<file path="src/rtl/fetch_unit.sv">
// fetch_unit: IF stage with IF/ID register, a one-entry holding buffer
// for decode stalls, and PCSel redirect that drops in-flight fetches.
module fetch_unit #(
  parameter logic [31:0] RESET_PC = 32'h0000_0000,
  parameter logic [31:0] NOP_INST = 32'h0000_0013
) (
  input  logic        clk,
  input  logic        rst_n,
  output logic        imem_req_valid,
  input  logic        imem_req_ready,
  output logic [31:0] imem_req_addr,
  input  logic        imem_rsp_valid,
  input  logic [31:0] imem_rsp_data,
  input  logic        stall,
  input  logic        PCSel,
  input  logic [31:0] redirect_target,
  output logic        if_valid,
  output logic [31:0] if_pc,
  output logic [31:0] if_inst,
  output logic [6:0]  if_opcode
);

  typedef enum logic [1:0] {
    S_REQ,
    S_WAIT,
    S_HOLD,
    S_DROP
  } state_t;

  state_t      state;
  state_t      state_nxt;
  logic [31:0] pc;
  logic [31:0] hold_pc;
  logic [31:0] hold_inst;
  logic [31:0] target;
  logic        fire;
  logic        rsp_in;
  logic        load_rsp;
  logic        load_hold;
  logic        park;

  assign fire          = imem_req_valid && imem_req_ready;
  assign rsp_in        = (state == S_WAIT) && imem_rsp_valid;
  assign target        = redirect_target & 32'hFFFF_FFFC;
  assign imem_req_addr = pc;
  assign if_opcode     = if_inst[6:0];

  always_comb begin
    state_nxt = state;
    load_rsp  = 1'b0;
    load_hold = 1'b0;
    park      = 1'b0;
    if (PCSel) begin
      // Any request still owed a response must be drained in DROP.
      unique case (state)
        S_REQ:  state_nxt = fire ? S_DROP : S_REQ;
        S_WAIT: state_nxt = imem_rsp_valid ? S_REQ : S_DROP;
        S_HOLD: state_nxt = S_REQ;
        S_DROP: state_nxt = imem_rsp_valid ? S_REQ : S_DROP;
      endcase
    end else begin
      unique case (state)
        S_REQ: begin
          if (fire) state_nxt = S_WAIT;
        end
        S_WAIT: begin
          if (imem_rsp_valid) begin
            if (!if_valid || !stall) begin
              load_rsp  = 1'b1;
              state_nxt = S_REQ;
            end else begin
              park      = 1'b1;
              state_nxt = S_HOLD;
            end
          end
        end
        S_HOLD: begin
          if (!stall) begin
            load_hold = 1'b1;
            state_nxt = S_REQ;
          end
        end
        S_DROP: begin
          if (imem_rsp_valid) state_nxt = S_REQ;
        end
      endcase
    end
  end

  always_ff @(posedge clk) begin
    if (!rst_n) begin
      state          <= S_REQ;
      imem_req_valid <= 1'b0;
      pc             <= RESET_PC;
      hold_pc        <= RESET_PC;
      hold_inst      <= NOP_INST;
      if_valid       <= 1'b0;
      if_pc          <= RESET_PC;
      if_inst        <= NOP_INST;
    end else begin
      state          <= state_nxt;
      imem_req_valid <= (state_nxt == S_REQ);
      if (PCSel) begin
        pc       <= target;
        if_valid <= 1'b0;
        if_inst  <= NOP_INST;
      end else begin
        if (rsp_in) pc <= pc + 32'd4;
        if (park) begin
          hold_pc   <= pc;
          hold_inst <= imem_rsp_data;
        end
        if (load_rsp) begin
          if_valid <= 1'b1;
          if_pc    <= pc;
          if_inst  <= imem_rsp_data;
        end else if (load_hold) begin
          if_valid <= 1'b1;
          if_pc    <= hold_pc;
          if_inst  <= hold_inst;
        end else if (!stall) begin
          if_valid <= 1'b0;
          if_inst  <= NOP_INST;
        end
      end
    end
  end

endmodule

</file>
<file path="config.mk">
export PLATFORM = sky130hd
export DESIGN_NAME = fetch_unit
export DESIGN_NICKNAME = d
export VERILOG_FILES = /design/src/rtl/fetch_unit.sv
export SDC_FILE = /design/constraint.sdc
export NUM_CORES = 1
export LEC_CHECK = 0
export CORE_ASPECT_RATIO = 1.1
export CORE_UTILIZATION = 46
export CTS_CLUSTER_DIAMETER = 80
export DETAILED_ROUTE_END_ITERATION = 7
export GPL_TIMING_DRIVEN = 0
export PLACE_DENSITY = 0.84
export SLEW_MARGIN = 20
export SYNTH_ARGS = -nofsm -noshare
export SYNTH_HDL_FRONTEND = slang
export SYNTH_SLANG_ARGS = --single-unit
</file>
<file path="constraint.sdc">
create_clock -name clk -period 2.21 [get_ports clk]
set_clock_uncertainty 0.1 [all_clocks]
set_input_delay 0.442 -clock clk [delete_from_list [all_inputs] [get_ports clk]]
set_output_delay 0.442 -clock clk [all_outputs]
set_load 0.01 [all_outputs]
</file>
==> flow_summary.yaml, run 1 <==
synthesis:
  synth-edff-count: 0
  synthArstFlopShare: 0
  synth_warnings: 0
  yosysSeqAreaShare: 0.4566
  syn_area_per_cell_um2: 7.748
  synth_area_um2: 6927
  synthCells: 894
  synth_cell_types: 55
  synth-seq-cells: 158
  synth_flop_cell: "dfxtp_1"
drt:
  routed-wl-met3_um: 2041
  drt-initial-drc-count: 622
  drtPass1Iterations: 5
  routedWlPerCell_um: 16.76
  wl_met1_um: 8930
  wirelength_um: 21670
  antenna_left: 0
  vias: 7338
  drc: 0
  top_layer: "met4"
  met2_length_um: 10100
  routed_via_density: 5.675
cts:
  clkLatencyLatePin_ps: 430
  htree_levels: 4
  cts_buffers: 17
  max-clock-path-buffers: 2
  path_clk_slew_ps: 60
  root_buffer: "clkbuf_16"
  cts_tree: "built"
  clock-sinks: 158
layout:
  stdcell_count: 1293
  diodes: 0
  final_cell_mix: "257 x nand2_1, 165 x clkdlybuf4s50_1, 156 x dfxtp_1"
  final_common_cell: "nand2_1"
  drive_gt1_frac: 0.08810
  area_growth_pct: 37.88
  fin_nets: 1159
  nFillCells: 1227
timing:
  rsz0062_at_grt: "true"
  finalCritPeriodShare: 0.9891
  hold_slack_ps: 354.1
  slew_viol_final: 0
  tns_ps: 0
  max_freq_mhz: 457.5
  slew_headroom: 0.5638
  period_needed_ps: 2186
  tightest_slew_ps: 654.3
  hold_viol: 0
  finalSetupViolCount: 0
placed_design:
  routabilityCongestion: 0.8974
  dp.cells: 1254
  io_buffers: 165
  dp_hpwl_um: 15090
critical_path:
  cp-start-kind: "input port"
  crit_fanout: 10
  path_class: "in2reg"
  cp-end-kind: "register"
  arrival_ps: 2360
  cp.required_ps: 2390
  rrSetupSlack_ps: 100
pwr:
  clkPwrFrac: 0.459
  pwr_density_cell_nw_per_um2: 701.9
  pwr-share-comb: 0.093
  p_leak_nw: 3.214
  seq_power_share: 0.447
  swShare: 0.2360
  power_mw: 6.703
  p_sw_mw: 1.582
  p_int_mw: 5.122
  vdd_drop_max_mv: 0.4712
worst_hold_path:
  hp-class: "in2reg"
global_route:
  grtUsageTotal: 0.2818
  grt_pass1_vias: 6854
  grt_max_degree: 17
  antenna_found_initial: 0
  grt-ovfl-total: 0
  grt_pass1_wl_um: 34380
floorplanning:
  die_width_um: 119
  rows: 46
  die-height_um: 130.7
  initial_core_util: 0.4757
  num_io_pins: 175
  fp.coreArea_um2: 14560
  design.die.area_um2: 15550
job:
  drv_cap: 0
status:
  status: "completed"
[logic make-up (layout without fill, tap and decap cells)]
family,Yosys count,count (layout),share of synthesized area
compound gates,186,186,0.1707
xor+xnor,10,10,0.01264
fa+ha+maj,1,1,0.001806
buf+inv,99,303,0.06846
flops,158,158,0.4566
mux,1,1,0.001445
other cells,1,4,0.0005414
simple gates,438,438,0.2878
[synth_stat cells (all sizes together) (2+ instances only)]
cell | number | share of area
nand2 | 257 | 0.14
nand4b | 3 | 0.0038
nor4 | 9 | 0.0090
inv | 8 | 0.0043
nand2b | 2 | 0.0018
nand3 | 60 | 0.044
o31ai | 4 | 0.0043
and2 | 2 | 0.0018
xor2 | 4 | 0.0051
nor2 | 46 | 0.025
a21oi | 66 | 0.048
a311oi | 35 | 0.044
or4 | 7 | 0.0081
xnor2 | 6 | 0.0076
nand4 | 16 | 0.017
nor3 | 4 | 0.0036
or3 | 6 | 0.0056
o21ai | 25 | 0.018
and4 | 7 | 0.0092
dfxtp | 158 | 0.46
clkbuf | 57 | 0.031
a32oi | 4 | 0.0051
nor3b | 3 | 0.0033
a211oi | 6 | 0.0065
and3 | 11 | 0.010
buf | 34 | 0.033
nor2b | 2 | 0.0018
a31oi | 37 | 0.033
[layer usage]
layer / GRT usage / vias to the layer above
met5: 0 / -
met4: 0.1273 / 0
met3: 0.07292 / 50
met2: 0.4637 / 367
met1: 0.3489 / 3411
li1: - / 3510
[what timing repair did]
action                     in CTS  in global routing
setup endpoints to repair     104                108
setup buffers                   3                  5
hold buffers                    0                  0
pin swaps                       2                  1
gates resized for setup        10                 26
[sequential cells by signal (all words and copies together) (netlist names)]
register,cells
imem_req_valid,1
state,2
hold_inst,32
imem_req_addr,30
if_inst,32
if_valid,1
if_pc,30
hold_pc,30
[stage by stage]
| stage | instance area, um^2 | utilization | setup WS, ps |
|---|---|---|---|
| 3_3_place_gp | 8830 | 0.6064 | -770.9 |
| 3_5_place_dp | 8830 | 0.6064 | -878.9 |
| 4_1_cts | 9497 | 0.6522 | 3.018 |
| 5_1_grt | 9550 | 0.6559 | -63.53 |
| 2_1_floorplan | 6938 | - | 243.7 |
| 6_report | 9550 | 0.6559 | 24.09 |
[final timing paths]
check,start,endpoint,depth (start not counted)
max reg2reg,state[0]$_SDFF_PN0_,hold_inst[1]$_SDFFE_PN1P_,7
min reg2reg,hold_inst[30]$_SDFFE_PN0P_,hold_inst[30]$_SDFFE_PN0P_,2
max,imem_rsp_valid,hold_inst[1]$_SDFFE_PN1P_,7
min,PCSel,imem_req_addr[30]$_SDFFE_PN0P_,4
[power by group through the flow]
stage | sequential, mW | combinational (mW) | clock, mW
2_1_floorplan | 3.06 | 0.250 | 0
3_3_place_gp | 3.05 | 0.608 | 0
3_5_place_dp | 3.06 | 0.612 | 0
4_1_cts | 2.99 | 0.619 | 3.09
5_1_grt | 3.01 | 0.667 | 3.24
6_report | 3.00 | 0.626 | 3.08
[critical path, cell delays in order]
cell and delay [ps]:
clkdlybuf4s50_1 550, nand3b_1 170, or3_1 370, clkbuf_1 260
clkbuf_1 320, nand2_1 150, nand3_1 90
[area by class of cell]
| class | count | area [um^2] | area share |
|---|---|---|---|
| multi-input combinational | 640 | 3317 | 0.3473 |
| sequential | 158 | 3166 | 0.3315 |
| timing repair buffer | 173 | 1712 | 0.1792 |
| clock buffer | 23 | 488.0 | 0.05109 |
| buffer | 90 | 466.7 | 0.04887 |
| tap | 192 | 240.2 | 0.02515 |
| clock inverter | 9 | 131.4 | 0.01376 |
| inverter | 8 | 30.03 | 0.003144 |
No activity file was read; power rests on OpenSTA's default activity.
==> inputs of run 2 (changes only) <==
- CELL_PAD_IN_SITES_DETAIL_PLACEMENT: default -> 1
- CELL_PAD_IN_SITES_GLOBAL_PLACEMENT: default -> 2
- CORE_UTILIZATION: 46 -> 28
- PLACE_DENSITY: 0.84 -> 0.89
==> run 2 against run 1 <==
Effect of this change:
- sequential share of layout area is 0.45 points lower
- via count is 2.0% lower
- combinational power grew 3%
- fmax grew 3.5%
- highest routed layer unchanged
- first-iteration DRC count is 42% lower
- largest power group unchanged
- critical endpoint is now imem_req_addr[8]
- the flow now finishes with violations (DRC)
- sequential cell count stayed put
- non-clock buffer count decreased by 2
- hold slack got worse by 11 ps
- die area rose by 63%
- final area increased by 1.4%
==> flow_summary.yaml, run 2 (synthesis gave the netlist of run 1 again) <==
drt:
  antenna_left: 0
  routedWlPerCell_um: 18.27
  wirelength_um: 25720
  drc: 25
  drt-initial-drc-count: 359
  vias: 7191
  routed_via_density: 5.107
  drtPass1Iterations: 7
floorplanning:
  die_width_um: 152.0
  die-height_um: 167.0
  num_io_pins: 175
  rows: 60
  design.die.area_um2: 25370
  initial_core_util: 0.2839
  fp.coreArea_um2: 24400
critical_path:
  cp.buffers_inverters: 1
  cp.required_ps: 1670
  cp-start-kind: "register"
  crit_fanout: 7
  rr_endpoint: "imem_req_addr[31]$_SDFFE_PN0P_"
  cp_slowest_cell: "clkdlybuf4s50_1"
  startpoint: "imem_req_addr[8]$_SDFFE_PN0P_"
  slowest_delay_ps: 610
  crit_family: "buffers and inverters"
  cp-end-kind: "primary output"
  r2r-start: "imem_req_addr[8]$_SDFFE_PN0P_"
  rrSetupSlack_ps: 110
  arrival_ps: 1570
  crit_end: "imem_req_addr[8]"
  reg2regPathDepth: 4
  worst-path-stages: 1
  path_class: "reg2out"
  worstPathCellList: "clkdlybuf4s50_1"
pwr:
  seq_power_share: 0.449
  p_leak_nw: 3.201
  pwr_density_cell_nw_per_um2: 690.9
  swShare: 0.2456
  clkPwrFrac: 0.455
  pwr-share-comb: 0.097
  p_sw_mw: 1.644
  vdd_drop_max_mv: 0.4995
  power_mw: 6.692
  p_int_mw: 5.048
cts:
  max-clock-path-buffers: 2
  holdBufCountCts: 0
  clock-sinks: 158
  cts_buffers: 17
  path_clk_slew_ps: 60
  root_buffer: "clkbuf_16"
  cts_tree: "built"
  clkLatencyLatePin_ps: 430
  htree_levels: 4
status:
  status: "finished, violations left"
  violations: "DRC"
placed_design:
  routabilityCongestion: 0.8126
  dp_hpwl_um: 18550
  io_buffers: 165
  pre_cts_slack_ps: -981.9
global_route:
  antenna_found_initial: 0
  grt_pass1_wl_um: 40660
  grt_max_degree: 17
  grt_pass1_vias: 7240
  grtUsageTotal: 0.2052
  grt-ovfl-total: 0
layout:
  area_growth_pct: 39.83
  final_common_cell: "nand2_1"
  reg_top3: "hold_inst (32), if_inst (32)"
  drive_gt1_frac: 0.09016
  fin_nets: 1157
  diodes: 0
  final_cell_mix: "257 x nand2_1, 165 x clkdlybuf4s50_1, 157 x dfxtp_1"
job:
  drv_cap: 0
timing:
  period_needed_ps: 2112
  hold_viol: 0
  hold_slack_ps: 342.8
  finalCritPeriodShare: 0.9556
  max_freq_mhz: 473.5
  fin_ws_ps: 98.22
  slew_headroom: 0.4722
  tightest_slew_ps: 791.8
  rsz0062_at_grt: "false"
  slew_viol_final: 0
  finalSetupViolCount: 0
worst_hold_path:
  hp-class: "in2reg"
-- run 2: changes by cell type in the layout (fill, tap and decap cells not counted), moves of 2 or more --
cell,change
clkbuf_1,-2
clkbuf_8,-2
clkinv_2,+2
dfxtp_2,-2
-- run 2: stage by stage --
step           instances  TNS (ps)  cell area [um^2]    util
6_report            1408         0              9686  0.3970
2_1_floorplan        897         0              6938       -
3_3_place_gp        1372    -96870              8977  0.3679
5_1_grt             1408         0              9686  0.3970
3_5_place_dp        1372   -100780              8977  0.3679
4_1_cts             1408         0              9653  0.3956
-- run 2: final cells by class --
type                            instances  area, um^2
Fill cell                            2940       14710
Clock buffer                           20       456.7
Inverter                                8       30.03
Buffer                                 89       469.2
Tap cell                              310       387.9
Clock inverter                         11       141.4
Timing Repair Buffer                  172        1708
Multi-Input combinational cell        640        3326
Sequential cell                       158        3167
-- run 2: worst min path at each step --
stage                                from                             end  slack [ps]  cells after the start
2_1_floorplan   hold_inst[1]$_SDFFE_PN1P_       hold_inst[1]$_SDFFE_PN1P_         340                      2
3_3_place_gp   hold_inst[21]$_SDFFE_PN0P_      hold_inst[21]$_SDFFE_PN0P_         340                      2
3_5_place_dp   hold_inst[17]$_SDFFE_PN0P_      hold_inst[17]$_SDFFE_PN0P_         350                      2
4_1_cts                             PCSel  imem_req_addr[31]$_SDFFE_PN0P_         320                      4
5_1_grt                             PCSel  imem_req_addr[31]$_SDFFE_PN0P_         350                      4
6_report                            PCSel  imem_req_addr[31]$_SDFFE_PN0P_         340                      4
-- run 2: power by group through the flow --
stage          clock network [mW]  registers [mW]  logic (mW)
2_1_floorplan                   0            3.06       0.250
3_3_place_gp                    0            3.06       0.636
3_5_place_dp                    0            3.06       0.640
4_1_cts                      3.10            3.00       0.649
5_1_grt                      3.23            3.01       0.694
6_report                     3.04            3.00       0.646
-- run 2: timing repair --
action | in CTS | in global routing
resized for setup | 16 | 23
setup buffers | 7 | 0
setup endpoints to repair | 128 | 124
pin swaps | 3 | 0
-- run 2: metal layers --
metal,share of wire,up-vias,global-route usage
met4,0.019,0,0.06744
met1,0.45,3499,0.2557
met2,0.48,173,0.3508
li1,-,3494,-
met3,0.054,25,0.04450
met5,0,-,0
==> inputs of run 3 (changes only) <==
- CTS_CLUSTER_DIAMETER: 80 -> 60
==> results of run 3 <==
Same layout as run 2: the final DEF is identical, and so are final timing and power.
